File: config.mk
export PLATFORM = sky130hd
export DESIGN_NAME = fetch_branch_ctrl
export DESIGN_NICKNAME = d
export VERILOG_FILES = /design/src/rtl/fetch_branch_ctrl.sv
export SDC_FILE = /design/constraint.sdc
export NUM_CORES = 1
export LEC_CHECK = 0
export ABC_AREA = 1
export ABC_CLOCK_PERIOD_IN_PS = 2520
export BUFFER_PORTS_ARGS = -buffer_cell sky130_fd_sc_hd__buf_2
export CAP_MARGIN = 30
export CORE_UTILIZATION = 25
export DETAILED_ROUTE_END_ITERATION = 10
export PLACE_DENSITY = 0.4
export SYNTH_ARGS = -nofsm -noshare
export SYNTH_HDL_FRONTEND = slang
export SYNTH_SLANG_ARGS = --single-unit
File: constraint.sdc
create_clock -name clk -period 2.52 [get_ports clk]
set_input_delay 0.63 -clock clk [delete_from_list [all_inputs] [get_ports clk]]
set_output_delay 0.63 -clock clk [all_outputs]
set_load 0.05 [all_outputs]
File: src/rtl/fetch_branch_ctrl.sv
// Fetch/sequencing controller for the multicycle RISC core.
// Owns the PC and the instruction register and fetches over a req/ack handshake.
// Branches, BL and BX run here, with a small return-address stack (RAS).
// Every other opcode is handed to the datapath, and the controller waits for
// the datapath to report completion.
module fetch_branch_ctrl #(
  parameter int PC_W      = 8,
  parameter int INSTR_W   = 16,
  parameter int RAS_DEPTH = 4
) (
  input  logic                           clk,
  input  logic                           reset,
  input  logic                           s_i,
  output logic                           mem_req_o,
  output logic [PC_W-1:0]                mem_addr_o,
  input  logic                           mem_ack_i,
  input  logic [INSTR_W-1:0]             mem_rdata_i,
  output logic [INSTR_W-1:0]             ir_o,
  output logic                           exec_start_o,
  input  logic                           ex_done_i,
  input  logic                           n_i,
  input  logic                           v_i,
  input  logic                           z_i,
  output logic [PC_W-1:0]                pc_o,
  output logic [$clog2(RAS_DEPTH+1)-1:0] ras_sp_o,
  output logic                           ras_ovf_o,
  output logic                           ras_unf_o,
  output logic                           w_o
);

  localparam int SP_W = $clog2(RAS_DEPTH + 1);
  // The stack array is sized to the full pointer range so that it can be
  // indexed directly by the occupancy count. Entries at or above RAS_DEPTH
  // are never written.
  localparam int RAS_ENTRIES = 1 << SP_W;
  localparam logic [SP_W-1:0] SP_FULL = SP_W'(RAS_DEPTH);

  localparam logic [3:0] OP_BR   = 4'b0010;
  localparam logic [3:0] OP_BX   = 4'b0100;
  localparam logic [3:0] OP_BL   = 4'b0101;
  localparam logic [3:0] OP_HALT = 4'b1110;

  typedef enum logic [2:0] {IDLE, FETCH, DECODE, EXEC, HALT} state_t;

  state_t              state_q;
  logic [PC_W-1:0]     pc_q;
  logic [INSTR_W-1:0]  ir_q;
  logic [SP_W-1:0]     ras_sp_q;
  logic                ras_ovf_q;
  logic                ras_unf_q;
  logic                mem_req_q;
  logic                exec_start_q;
  logic                w_q;
  logic [PC_W-1:0]     rasMem [RAS_ENTRIES];

  logic [3:0]          irOp;
  logic [3:0]          irCond;
  logic [PC_W-1:0]     pcPlusOne;
  logic [PC_W-1:0]     pcTarget;
  logic [PC_W-1:0]     rasTop;
  logic                rasNotFull;
  logic                rasNotEmpty;
  logic                branchTaken;

  // Only branch, BL, BX and HALT are handled internally. Everything else goes
  // to the datapath, so exec_start can be registered at the time of the fetch.
  function automatic logic isDatapathOp(input logic [3:0] op);
    return !(op == OP_BR || op == OP_BX || op == OP_BL || op == OP_HALT);
  endfunction

  assign irOp        = ir_q[15:12];
  assign irCond      = ir_q[11:8];
  assign pcPlusOne   = pc_q + PC_W'(1);
  assign pcTarget    = pcPlusOne + PC_W'($signed(ir_q[7:0]));
  assign rasNotFull  = (ras_sp_q < SP_FULL);
  assign rasNotEmpty = (ras_sp_q != '0);
  assign rasTop      = rasMem[ras_sp_q - SP_W'(1)];

  // Evaluate the branch condition from the flags presented during DECODE.
  always_comb begin
    branchTaken = 1'b0;
    case (irCond)
      4'b0000: branchTaken = 1'b1;
      4'b0001: branchTaken = z_i;
      4'b0010: branchTaken = !z_i;
      4'b0011: branchTaken = n_i ^ v_i;
      4'b0100: branchTaken = (n_i ^ v_i) | z_i;
      default: branchTaken = 1'b0;
    endcase
  end

  // Push the return address on BL when there is room. Stack contents need no reset.
  always_ff @(posedge clk) begin
    if (state_q == DECODE && irOp == OP_BL && rasNotFull) begin
      rasMem[ras_sp_q] <= pcPlusOne;
    end
  end

  // Main sequencer. All handshake and status outputs are registered here.
  always_ff @(posedge clk or posedge reset) begin
    if (reset) begin
      state_q      <= IDLE;
      pc_q         <= '0;
      ir_q         <= '0;
      ras_sp_q     <= '0;
      ras_ovf_q    <= 1'b0;
      ras_unf_q    <= 1'b0;
      mem_req_q    <= 1'b0;
      exec_start_q <= 1'b0;
      w_q          <= 1'b1;
    end else begin
      exec_start_q <= 1'b0;
      case (state_q)
        IDLE: begin
          if (s_i) begin
            state_q   <= FETCH;
            mem_req_q <= 1'b1;
            w_q       <= 1'b0;
          end
        end
        FETCH: begin
          if (mem_ack_i) begin
            ir_q         <= mem_rdata_i;
            mem_req_q    <= 1'b0;
            exec_start_q <= isDatapathOp(mem_rdata_i[15:12]);
            state_q      <= DECODE;
          end
        end
        DECODE: begin
          case (irOp)
            OP_BR: begin
              pc_q      <= branchTaken ? pcTarget : pcPlusOne;
              state_q   <= FETCH;
              mem_req_q <= 1'b1;
            end
            OP_BL: begin
              if (rasNotFull) begin
                ras_sp_q  <= ras_sp_q + SP_W'(1);
                pc_q      <= pcTarget;
                state_q   <= FETCH;
                mem_req_q <= 1'b1;
              end else begin
                ras_ovf_q <= 1'b1;
                state_q   <= HALT;
                w_q       <= 1'b1;
              end
            end
            OP_BX: begin
              if (rasNotEmpty) begin
                ras_sp_q  <= ras_sp_q - SP_W'(1);
                pc_q      <= rasTop;
                state_q   <= FETCH;
                mem_req_q <= 1'b1;
              end else begin
                ras_unf_q <= 1'b1;
                state_q   <= HALT;
                w_q       <= 1'b1;
              end
            end
            OP_HALT: begin
              state_q <= HALT;
              w_q     <= 1'b1;
            end
            default: begin
              state_q <= EXEC;
            end
          endcase
        end
        EXEC: begin
          if (ex_done_i) begin
            pc_q      <= pcPlusOne;
            state_q   <= FETCH;
            mem_req_q <= 1'b1;
          end
        end
        HALT: begin
        end
        default: begin
          state_q   <= IDLE;
          mem_req_q <= 1'b0;
          w_q       <= 1'b1;
        end
      endcase
    end
  end

  assign mem_req_o    = mem_req_q;
  assign mem_addr_o   = pc_q;
  assign pc_o         = pc_q;
  assign ir_o         = ir_q;
  assign exec_start_o = exec_start_q;
  assign ras_sp_o     = ras_sp_q;
  assign ras_ovf_o    = ras_ovf_q;
  assign ras_unf_o    = ras_unf_q;
  assign w_o          = w_q;

endmodule

# Yosys cells after proc, flatten, opt, wreduce, memory -nomap -nowiden
# Memory sizes are Yosys's and may differ from the RTL's.
# Cells that the tools add are included.
# totals
regBits	35
ramBits	64
inputBits	24
elab_cells	102
n_memories	1
# mem_list
memory	words	width	rd	rd_ports_with_merged_regs	wr	line_no	source
rasMem	8	8	1	0	1	54	logic [PC_W-1:0] rasMem [RAS_ENTRIES];
# classes
add_sub_neg	4
magnitude_cmp	1
eq_ne	27
mux	33
bitwise	6
reduce_logical	21
# op_table
operator	n
2-to-1 mux 8 bit	4
one-hot mux 8 bit (3 select lines)	1
2-to-1 mux 3 bit	7
== test 4 x 3 -> 1 bit, second input constant	5
== test 4 x 2 -> 1 bit, second input constant	4
one-hot mux 8 bit (2 select lines)	1
one-hot mux 3 bit (5 select lines)	1
2-to-1 mux 1 bit	12
inequality test 3 bit, second input constant	4
one-hot mux 3 bit (4 select lines)	1
inequality test 2 bit, second input constant	5
one-hot mux 1 bit (5 select lines)	2
AND reduction 5 bit	2
one-hot mux 1 bit (3 select lines)	3
adder 8 x 1 -> 8 bit, second input constant	1
adder 8 bit	1
== test 4 bit, second input constant	2
inequality test 4 x 1 -> 1 bit, second input constant	2
AND reduction 4 bit	2
AND reduction 7 bit	1
== test 3 x 2 -> 1 bit, second input constant	2
one-hot mux 3 bit (2 select lines)	1
AND reduction 3 bit	2
== test 4 x 1 -> 1 bit, second input constant	1
other kinds (17)	25

# Depth between registers and ports, before layout
# Gate-level depths: netlist (run 1).
# logic_depth
word_depth	7
depth_mapped	18
ltp_nobuf	18

# Worst setup path after synthesis (run 1)
# Ideal clock, no wire load.
# synth_timing
kind	register to register
startpoint	register pc_q[0], in the netlist mem_addr_o[0]
endpoint	register pc_q[7], in the netlist mem_addr_o[7]
arrival_time_ps	2554
path_slack_ps	-152
stages_incl_launch_ff	17
path_cell_list	dfrtp_1 -> ha_1 -> nand2_1 -> nor2_1 -> a21oi_1 -> a21oi_1 -> ha_1 -> nand2_1 -> inv_1 -> nand2_1 -> nand3_1 -> a21oi_1 -> nand3_1 -> nand3_1 -> nand2_1 -> nand2_1 -> nand2_1
# synth_via
elab_chain_cells	5
# synth_lines
element	line_no	source
start: declaration	46	logic [PC_W-1:0] pc_q;
start signal: assignment	132	pc_q <= branchTaken ? pcTarget : pcPlusOne;
start signal: assignment	139	pc_q <= pcTarget;
start signal: assignment	151	pc_q <= rasTop;
adder 8 x 1 -> 8 bit *	73	assign pcPlusOne = pc_q + PC_W'(1);
named net pcPlusOne[6]	58	logic [PC_W-1:0] pcPlusOne;
adder 8 bit *	74	assign pcTarget = pcPlusOne + PC_W'($signed(ir_q[7:0]));
2-to-1 mux 8 bit, on equally long branches	137, 132	
one-hot mux 8 bit (3 select lines) *	130	case (irOp)
one-hot mux 8 bit (2 select lines) *	113	case (state_q)
# Mark *: on every way through the listed nets, which the timed path passes. The rest lies on a longest branch. The select of a mux whose other input is x is not followed.
# A chain may end at the register's enable or synchronous reset.

# Worst setup path after layout (run 1)
# layout_timing
startpoint	register pc_q[0], in the netlist mem_addr_o[0]
endpoint	register pc_q[5], in the netlist mem_addr_o[5]
# The elaborated chain is that of the path after synthesis.

==> qor.csv, run 1 <==
stage,metric,value,unit
sta,finalCriticalPeriod,2.30,ns
clock_tree,clock_path_buffers,2,
pwr,p_per_area,1480,nW/um^2
route,remaining_drc_errors,0,
clock_tree,cts_tree,yes,
die,num_rows,52,
synth,synth_edf_count,64,
run,drv_cap,0,
synth,synth.distinct_cells,40,
synth,ys_ff_latch,99,
global_routing,grt_pass1_wl,21.6,mm
worst_setup_path,reg2reg_from,mem_addr_o[0],
synth,avgSynthCellArea,9.03,um^2
pwr,ir_drop,0.577,mV
die,chipHeight,146,um
sta,rsz0062_at_grt,no,
sta,period_share,91.1,%
die,dieArea,21300,um^2
sta,report.final.setup_viol,0,
hold_path,min_path_type,in -> async,
clock_tree,cts-root-buf,clkbuf_16,
sta,tns,0,ns
finish,fin_area,6300,um^2
synth,synthFlopType,edfxtp_1,
clock_tree,clkTransAtPathRegs,0.07,ns
sta,timing.slew.headroom,66.7,%
finish,n_antenna_cell,0,
synth,synth_common_cells,"135 x nand2_1, 87 x nor2_1, 64 x edfxtp_1, 61 x inv_1, 35 x nand3_1",
worst_setup_path,required,2.76,ns
route,drt-initial-drc-count,214,
clock_tree,htree_num_levels,3,
finish,areaGrowthSynthToFinish,21.3,%
finish,fillers,2188,
worst_setup_path,cp_slowest_cell,dfrtp_2,
placed_design,routabilityCongestion,0.886,
synth,netlist_area,5190,um^2
worst_setup_path,cp.arrival,2.54,ns
die,die_w,146,um
synth,yosysTopAreaCell,edfxtp_1,
route,viasPerCell,4.28,
worst_setup_path,rr_endpoint,mem_addr_o[5],
global_routing,grt.total_usage,13.4,%
die,io_pins,64,
clock_tree,clk_latency,0.35,ns
die,initial_utilization,25.6,%
route,drt_first_pass_iters,4,
placed_design,placed_cell_area,5980,um^2
run_status,outcome,finished clean,
route,wl_per_cell,14.3,um
synth,synth.most_common_cell,nand2_1,
worst_setup_path,critical_path_class,reg -> reg,
synth,synthTopCellsByArea,"edfxtp_1 37%, dfrtp_1 16%, nand2_1 9.8%, nor2_1 6.3%, inv_1 4.4%",
worst_setup_path,path_max_fanout,6,
worst_setup_path,r2r_cells,18,
clock_tree,cts_sinks,99,
worst_setup_path,slowest_delay,0.43,ns
placed_design,io_buffers,63,
sta,report.final.slew_viol_count,0,
worst_setup_path,r2r_slack,0.22,ns
synth,ys_warn_count,0,
global_routing,grt_pass1_vias,3955,
worst_setup_path,crit_top_cell,nand2_1,
global_routing,overflow,0,
sta,fin_skew,0.00849,ns
global_routing,grt_max_degree,38,
pwr,power_leakage,2.88,nW
synth,ys_async_sr_fraction,35.4,%
finish,drive_gt1_share,20.2,%
placed_design,place_hpwl,10.2,mm
sta,finalHoldViolations,0,
worst_setup_path,worstPathCellList,ha_1 -> nand2_1 -> inv_1 -> nand2_1 -> xor2_2 -> inv_1 -> ha_4 -> nand2_1 -> inv_1 -> nand3_1 -> nand3_1 -> nand2_1 -> nand2_1 -> nor2_1 -> nor2_1 -> nand2_1 -> nand3_1 -> nand2_1,
route,via_count,4076,
clock_tree,cts_inserted_buffers,9,
worst_setup_path,start_kind,flip-flop,
sta,tightest_slew,0.498,ns
clock_tree,cts_hold_buffers,0,
route,ant_nets,0,
synth,synth_seq_area_share,53.9,%
worst_setup_path,endpoint_kind,flip-flop,
finish,layout.nets,715,
sta,hold_slack,0.395,ns
route,wirelength,13.6,mm
synth,synth_cells,575,
global_routing,antenna_found_initial,0,
die,coreArea,20300,um^2
sta,clock.fmax,0.436,GHz
synth,synth_top_area_share,37.0,%
[layer usage]
layer  GRT usage, %  vias to the layer above  routed length (um)  part of all wire (%)
li1               -                     2044                   -                     -
met1           17.2                     1941                6220                    46
met2           22.5                       79                6550                    48
met3           2.97                       12                 658                   4.8
met4           4.17                        0                 201                   1.5
met5              0                        -                   0                     0
[sequential cells by signal (all words and copies together), names as in the netlist]
signal        count
exec_start_o      1
ir_o             16
mem_addr_o        8
mem_req_o         1
rasMem           64
ras_ovf_o         1
ras_sp_o          3
ras_unf_o         1
state_q           3
w_o               1
[timing repair]
item                       in CTS  in global routing
setup buffers                   0                  0
setup endpoints to repair       0                  3
resized for setup               0                  5
[cell type report]
type / count / area [um^2] / share of cell area, %
clock buffer: 10 / 229 / 3.64
timing repair buffer: 84 / 473 / 7.51
sequential: 99 / 2800 / 44.5
tap: 270 / 338 / 5.37
clock inverter: 6 / 63.8 / 1.01
inverter: 68 / 255 / 4.05
multi-input combinational: 416 / 2130 / 33.9
[metrics by stage]
step / setup slack [ns] / utilization, % / cells / power [mW]
2_1_floorplan: 0.00107 / - / 606 / 6.56
3_3_place_gp: 0.199 / 29.4 / 937 / 8.01
3_5_place_dp: 0.145 / 29.4 / 937 / 8.01
4_1_cts: 0.140 / 30.9 / 953 / 9.44
5_1_grt: 0.0197 / 31.0 / 953 / 10.1
6_report: 0.224 / 31.0 / 953 / 9.33
[critical path: cells and delay by family (launching register included)]
kind / cells / cell delay [ns]
XOR/XNOR: 1 / 0.17
adder cells (fa/ha/maj): 2 / 0.51
buffers and inverters: 3 / 0.23
flip-flops: 1 / 0.43
AND/OR/NAND/NOR: 12 / 0.84
[cell families after synthesis]
logic type / synth area share [%]
adders and majority gates: 3.28
DFF: 53.9
muxes: 1.30
other: 0.0722
AOI/OAI and AO/OA: 7.71
buffers and inverters: 7.71
xor gates and xnor gates: 1.35
and+or+nand+nor: 24.7
[worst max path at each step]
| stage | from | endpoint | slack [ns] | cells after the start |
|---|---|---|---|---|
| finish | mem_addr_o[0] | mem_addr_o[5] | 0.22 | 18 |
| global route | mem_addr_o[2] | mem_addr_o[7] | 0.02 | 15 |
| CTS | mem_addr_o[0] | mem_addr_o[5] | 0.14 | 18 |
| detailed placement | mem_addr_o[0] | mem_addr_o[5] | 0.15 | 18 |
| global placement | mem_addr_o[0] | mem_addr_o[5] | 0.20 | 18 |
| floorplan | ir_o[14] | rasMem[0][0] | 0.001 | 6 |
[cells in the final DEF (no fill, tap or decap), drive strengths merged, types with 2 or more instances in the layout]
cell type	count
nor2	91
a21oi	22
edfxtp	64
o22ai	6
conb	32
inv	69
nand3	40
xor2	4
a2bb2oi	2
buf	84
xnor2	4
clkinv	2
clkinvlp	2
clkbuf	10
ha	12
nand4	4
mux2	6
nor3	7
nand2	138
o21ai	40
o22a	2
nor4	2
dfrtp	34
[power by group]
part	internal [mW]	switching, mW
registers	2.37	0.355
clock network	0.770	0.614
logic	1.56	3.66
total	4.70	4.63
Power figures use the tool's default switching activity.
==> run 2, diff against run 1 <==
--- a/config.mk
+++ b/config.mk
@@ -9,9 +9,9 @@
 export ABC_CLOCK_PERIOD_IN_PS = 2520
 export BUFFER_PORTS_ARGS = -buffer_cell sky130_fd_sc_hd__buf_2
 export CAP_MARGIN = 30
-export CORE_UTILIZATION = 25
+export CORE_UTILIZATION = 50
 export DETAILED_ROUTE_END_ITERATION = 10
-export PLACE_DENSITY = 0.4
+export PLACE_DENSITY = 0.69
 export SYNTH_ARGS = -nofsm -noshare
 export SYNTH_HDL_FRONTEND = slang
 export SYNTH_SLANG_ARGS = --single-unit
==> run 2 against run 1 <==
Net effect:
- global-route usage increased by 9.8 points
- non-clock buffer count is 3 lower
- count of clock-buffer cells in the layout stayed put
- worst hold slack got worse by 0.083 ns
- clock power shrank 31%
- wire length down 15%
- via count rose by 1.8%
- final area shrank 4.6%
==> qor.csv, run 2 (same netlist as run 1, synthesis figures left out) <==
stage,metric,value,unit,change
run_status,outcome,finished clean,,
placed_design,dpl.cell_count,797,,-15%
finish,layout.cells.non_filler,813,,-15%
global_routing,antenna_found_initial,0,,unchanged
route,via_count,4149,,+1.8%
route,drt_first_pass_iters,4,,unchanged
route,ant_nets,0,,unchanged
worst_setup_path,cp_slowest_cell,dfrtp_2,,
worst_setup_path,endpoint_kind,flip-flop,,
placed_design,routabilityCongestion,0.941,,+6.2%
die,num_rows,36,,-31%
worst_setup_path,start_kind,flip-flop,,
placed_design,io_buffers,63,,unchanged
pwr,power_leakage,2.82,nW,-2.0%
die,dieArea,10800,um^2,-49%
global_routing,grt_pass1_wl,19.6,mm,-9.1%
clock_tree,clk_latency,0.37,ns,+0.02 ns
worst_setup_path,cp_num_buf_inv,3,,unchanged
clock_tree,cts_hold_buffers,0,,unchanged
worst_setup_path,cp.arrival,2.62,ns,+0.08 ns
finish,final_cell_mix,"135 x nand2_1, 86 x nor2_1, 64 x edfxtp_1",,
pwr,p_per_area,1460,nW/um^2,-1.4%
finish,largest_reg_flops,64,,unchanged
sta,report.final.slew_viol_count,0,,unchanged
route,remaining_drc_errors,0,,unchanged
route,drt-initial-drc-count,249,,+16%
global_routing,grt.total_usage,23.2,%,+9.8 points
sta,hold_slack,0.313,ns,-0.0827 ns
sta,report.final.setup_viol,0,,unchanged
sta,timing.slew.headroom,59.9,%,-6.8 points
die,die_w,104,um,-29%
clock_tree,cts-root-buf,clkbuf_8,,
clock_tree,cts_inserted_buffers,9,,unchanged
finish,fin_area,6010,um^2,-4.6%
die,coreArea,9910,um^2,-51%
global_routing,overflow,0,,unchanged
worst_setup_path,critPathTopFamily,simple AND/OR/NAND/NOR gates,,
sta,finalCriticalPeriod,2.36,ns,+0.0638 ns
route,viasPerCell,5.10,,+19%
finish,fillers,882,,-60%
placed_design,place_hpwl,8.48,mm,-17%
clock_tree,cts_sinks,99,,unchanged
clock_tree,cts_tree,yes,,
worst_setup_path,required,2.78,ns,+0.02 ns
finish,areaGrowthSynthToFinish,15.7,%,
finish,layout.nets,712,,-0.42%
die,initial_utilization,52.4,%,+27 points
clock_tree,htree_num_levels,3,,unchanged
sta,period_share,93.6,%,+2.5 points
pwr,power,8.77,mW,-6.0%
finish,top_register,rasMem,,
worst_setup_path,path_max_fanout,6,,unchanged
global_routing,grt_pass1_vias,4160,,+5.2%
finish,drive_gt1_share,20.1,%,-0.058 points
route,wirelength,11.6,mm,-15%
worst_setup_path,crit_top_cell,nand2_1,,
sta,tns,0,ns,unchanged
clock_tree,clkTransAtPathRegs,0.10,ns,+0.03 ns
pwr,ir_drop,0.829,mV,+44%
sta,tightest_slew,0.601,ns,+0.103 ns
run,drv_cap,0,,unchanged
die,io_pins,64,,unchanged
worst_setup_path,worstPathCellList,ha_1 -> nand2_1 -> inv_1 -> nand2_1 -> xor2_2 -> inv_1 -> ha_4 -> nand2_1 -> inv_1 -> nand3_1 -> nand3_1 -> nand2_1 -> nand2_1 -> nor2_1 -> nor2_1 -> nand2_1 -> nand3_1 -> nand2_1,,
worst_setup_path,slowest_delay,0.45,ns,+0.02 ns
sta,finalHoldViolations,0,,unchanged
sta,fin_skew,0.00817,ns,-0.000325 ns
placed_design,placed_cell_area,5800,um^2,-3.0%
route,wl_per_cell,14.2,um,-0.41%
sta,clock.fmax,0.424,GHz,-2.7%
clock_tree,clock_path_buffers,2,,unchanged
finish,n_antenna_cell,0,,unchanged
worst_setup_path,crit_start,mem_addr_o[0],,
die,chipHeight,104,um,-29%
hold_path,min_path_type,in -> async,,
finish,layout_commonest_cell,nand2_1,,
global_routing,grt_max_degree,38,,unchanged
worst_setup_path,critical_path_class,reg -> reg,,
worst_setup_path,reg2reg_from,mem_addr_o[0],,
-- run 2: metrics by stage --
step	setup WS [ns]	utilization [%]
floorplan	0.00107	-
global placement	0.230	58.5
detailed placement	0.136	58.5
CTS	0.124	60.3
global route	-0.00303	60.6
finish	0.160	60.6
-- run 2: final timing paths --
path,to,slack (ns),cells after the start
setup reg to reg,mem_addr_o[5],0.16,18
hold reg to reg,ras_ovf_o,0.47,2
setup / recovery,mem_addr_o[5],0.16,18
hold / removal,ras_sp_o[1],0.31,2
min in group clk,ras_ovf_o,0.47,2
max in group asynchronous,w_o,1.60,3
-- run 2: repair_timing --
action / 4_1_cts / 5_1_grt
buffers inserted: 0 / 0
endpoints found under the setup margin: 0 / 2
gates resized for setup: 0 / 7
-- run 2: layer usage --
| layer | track usage (%) | wire length (um) | vias up |
|---|---|---|---|
| met5 | 0 | 0 | - |
| met3 | 4.76 | 745 | 28 |
| met1 | 29.4 | 4930 | 1930 |
| met2 | 38.6 | 5580 | 142 |
| met4 | 10.5 | 320 | 0 |
| li1 | - | - | 2049 |
-- run 2: cell type report --
type	count	area [um^2]	share of cell area (%)
sequential	99	2800	46.7
multi-input combinational	416	2140	35.7
timing repair buffer	81	463	7.71
inverter	68	255	4.25
tap	133	166	2.77
clock buffer	10	128	2.12
clock inverter	6	48.8	0.812
-- run 2: where the power goes --
part           leakage (nW)  switching (mW)  internal [mW]  total [mW]
sequential             1.02           0.349           2.37        2.72
combinational          1.72            3.56           1.55        5.10
clock                0.0848           0.578          0.370       0.949
total                  2.82            4.48           4.29        8.77
==> run 3, diff against run 2 <==
--- a/config.mk
+++ b/config.mk
@@ -6,7 +6,7 @@
 export NUM_CORES = 1
 export LEC_CHECK = 0
 export ABC_AREA = 1
-export ABC_CLOCK_PERIOD_IN_PS = 2520
+export ABC_CLOCK_PERIOD_IN_PS = 3000
 export BUFFER_PORTS_ARGS = -buffer_cell sky130_fd_sc_hd__buf_2
 export CAP_MARGIN = 30
 export CORE_UTILIZATION = 50
==> constraint.sdc (replaced) <==
create_clock -name clk -period 3 [get_ports clk]
set_input_delay 0.75 -clock clk [delete_from_list [all_inputs] [get_ports clk]]
set_output_delay 0.75 -clock clk [all_outputs]
set_load 0.05 [all_outputs]
==> run 3 against run 2 <==
Net effect:
- core utilization fell by 0.90 points
- first-iteration DRC count fell by 5.6%
- cell count fell by 0.86%
- register-to-register slack improved by 0.32 ns
- worst hold slack improved by 0.15 ns
- count of clock-buffer cells in the layout rose by 1
- sequential share of layout area rose by 0.62 points
- worst setup slack improved by 0.32 ns
- die area did not move
- largest cell class unchanged
==> qor.csv, run 3 (same netlist as run 1, synthesis figures left out) <==
stage,metric,value,unit,change
clock_tree,postCtsSetupRepairBufs,0,,unchanged
sta,report.final.slew_viol_count,0,,unchanged
clock_tree,clk_latency,0.37,ns,about the same
clock_tree,cts_tree,yes,,
worst_setup_path,path_max_fanout,10,,+4
sta,tns,0,ns,unchanged
global_routing,grt_pass1_wl,19.3,mm,-1.7%
route,via_count,4064,,-2.0%
worst_setup_path,critical_path_class,reg -> reg,,
clock_tree,clock_path_buffers,2,,unchanged
sta,rsz0062_at_grt,no,,
pwr,ir_drop,0.705,mV,-15%
placed_design,io_buffers,63,,unchanged
finish,n_antenna_cell,0,,unchanged
clock_tree,htree_num_levels,3,,unchanged
die,chipHeight,104,um,unchanged
sta,tightest_slew,0.543,ns,-0.0580 ns
worst_setup_path,slowest_delay,0.44,ns,about the same
die,initial_utilization,52.4,%,unchanged
route,drt_first_pass_iters,4,,unchanged
clock_tree,clkTransAtPathRegs,0.09,ns,about the same
worst_setup_path,cp_slowest_cell,dfrtp_1,,
hold_path,min_path_type,in -> async,,
sta,fin_skew,0.0114,ns,+0.00319 ns
finish,largest_reg_flops,64,,unchanged
sta,hold_slack,0.464,ns,+0.151 ns
die,num_rows,36,,unchanged
route,wirelength,11.7,mm,+1.4%
sta,timing.slew.headroom,63.8,%,+3.9 points
worst_setup_path,reg2reg_from,mem_addr_o[0],,
run_status,outcome,finished clean,,
pwr,power,7.31,mW,-17%
finish,top_register,rasMem,,
sta,report.final.setup_viol,0,,unchanged
pwr,p_per_area,1230,nW/um^2,-15%
worst_setup_path,cp.arrival,2.79,ns,+0.17 ns
route,remaining_drc_errors,0,,unchanged
worst_setup_path,endpoint_kind,flip-flop,,
clock_tree,cts-root-buf,clkbuf_8,,
route,ant_nets,0,,unchanged
worst_setup_path,required,3.27,ns,+0.49 ns
route,viasPerCell,5.04,,-1.2%
global_routing,overflow,0,,unchanged
global_routing,grt_max_degree,38,,unchanged
global_routing,grt_pass1_vias,3888,,-6.5%
worst_setup_path,start_kind,flip-flop,,
worst_setup_path,crit_top_cell,nand2_1,,
sta,timing.final.ws_setup,0.483,ns,+0.322 ns
finish,layout_commonest_cell,nand2_1,,
sta,period_share,83.9,%,-9.7 points
global_routing,antenna_found_initial,0,,unchanged
finish,drive_gt1_share,17.8,%,-2.3 points
finish,areaGrowthSynthToFinish,14.0,%,
die,dieArea,10800,um^2,unchanged
die,io_pins,64,,unchanged
route,drt-initial-drc-count,235,,-5.6%
worst_setup_path,worstPathCellList,ha_1 -> nand2_1 -> inv_1 -> nand2_1 -> xor2_1 -> inv_1 -> ha_1 -> nand2_1 -> inv_1 -> nand3_1 -> nand3_1 -> nand2_1 -> nand2_1 -> nor2_1 -> nor2_1 -> nand2_1 -> nand3_1 -> nand2_1,,
die,coreArea,9910,um^2,unchanged
clock_tree,cts_sinks,99,,unchanged
global_routing,grt.total_usage,23.2,%,about the same
finish,post-route-util,59.7,%,-0.90 points
sta,finalCriticalPeriod,2.52,ns,+0.158 ns
finish,final_cell_mix,"135 x nand2_1, 87 x nor2_1, 64 x edfxtp_1",,
clock_tree,cts_inserted_buffers,9,,unchanged
clock_tree,cts-resized-gates,0,,unchanged
placed_design,place_hpwl,8.47,mm,about the same
placed_design,routabilityCongestion,0.862,,-8.3%
sta,finalHoldViolations,0,,unchanged
worst_setup_path,crit_start,mem_addr_o[0],,
run,drv_cap,0,,unchanged
finish,layout.nets,705,,-0.98%
placed_design,pre_cts_ws,0.520,ns,+0.384 ns
route,wl_per_cell,14.6,um,+2.3%
clock_tree,cts_hold_buffers,0,,unchanged
die,die_w,104,um,unchanged
sta,clock.fmax,0.397,GHz,-6.3%
pwr,power_leakage,2.79,nW,-1.2%
==> run 3: through the flow <==
stage                     cell area, um^2  cells
after floorplan                      5310    606
after global placement               5730    790
after detailed placement             5730    790
after CTS                            5920    806
after global routing                 5920    806
final                                5920    806
==> run 3: worst max-delay path: cells and delay by family (launching register included) <==
| family | cells | cell delay, ns |
|---|---|---|
| and+or+nand+nor | 12 | 0.83 |
| adders and majority gates | 2 | 0.62 |
| buffers and inverters | 3 | 0.33 |
| xor gates and xnor gates | 1 | 0.20 |
| DFF | 1 | 0.44 |
==> run 3: report_power, final <==
part           switching [mW]  internal (mW)
registers               0.274           1.99
clock network           0.473          0.391
logic                    2.98           1.20
==> run 3: worst paths after layout <==
path | slack, ns | to | depth (start not counted)
max reg2reg | 0.48 | mem_addr_o[5] | 18
min in group clk | 0.47 | ras_ovf_o | 2
min | 0.46 | ras_sp_o[1] | 3
max | 0.48 | mem_addr_o[5] | 18
min reg2reg | 0.47 | ras_ovf_o | 2
max in group asynchronous | 2.18 | w_o | 3
==> run 3: cell type report <==
cell class                      count  area (um^2)
Clock inverter                      5         60.1
Tap cell                          133          166
Multi-Input combinational cell    416         2110
Fill cell                         919         3990
Sequential cell                    99         2800
Inverter                           68          255
Clock buffer                       11          131
Timing Repair Buffer               74          398
==> run 3: layer usage <==
layer | wire (um) | global-route usage, % | part of all wire, % | up-vias
met3 | 556 | 3.20 | 4.7 | 12
met2 | 5540 | 38.0 | 47 | 111
met5 | 0 | 0 | 0 | -
li1 | - | - | - | 2035
met4 | 163 | 9.18 | 1.4 | 0
met1 | 5480 | 31.3 | 47 | 1906
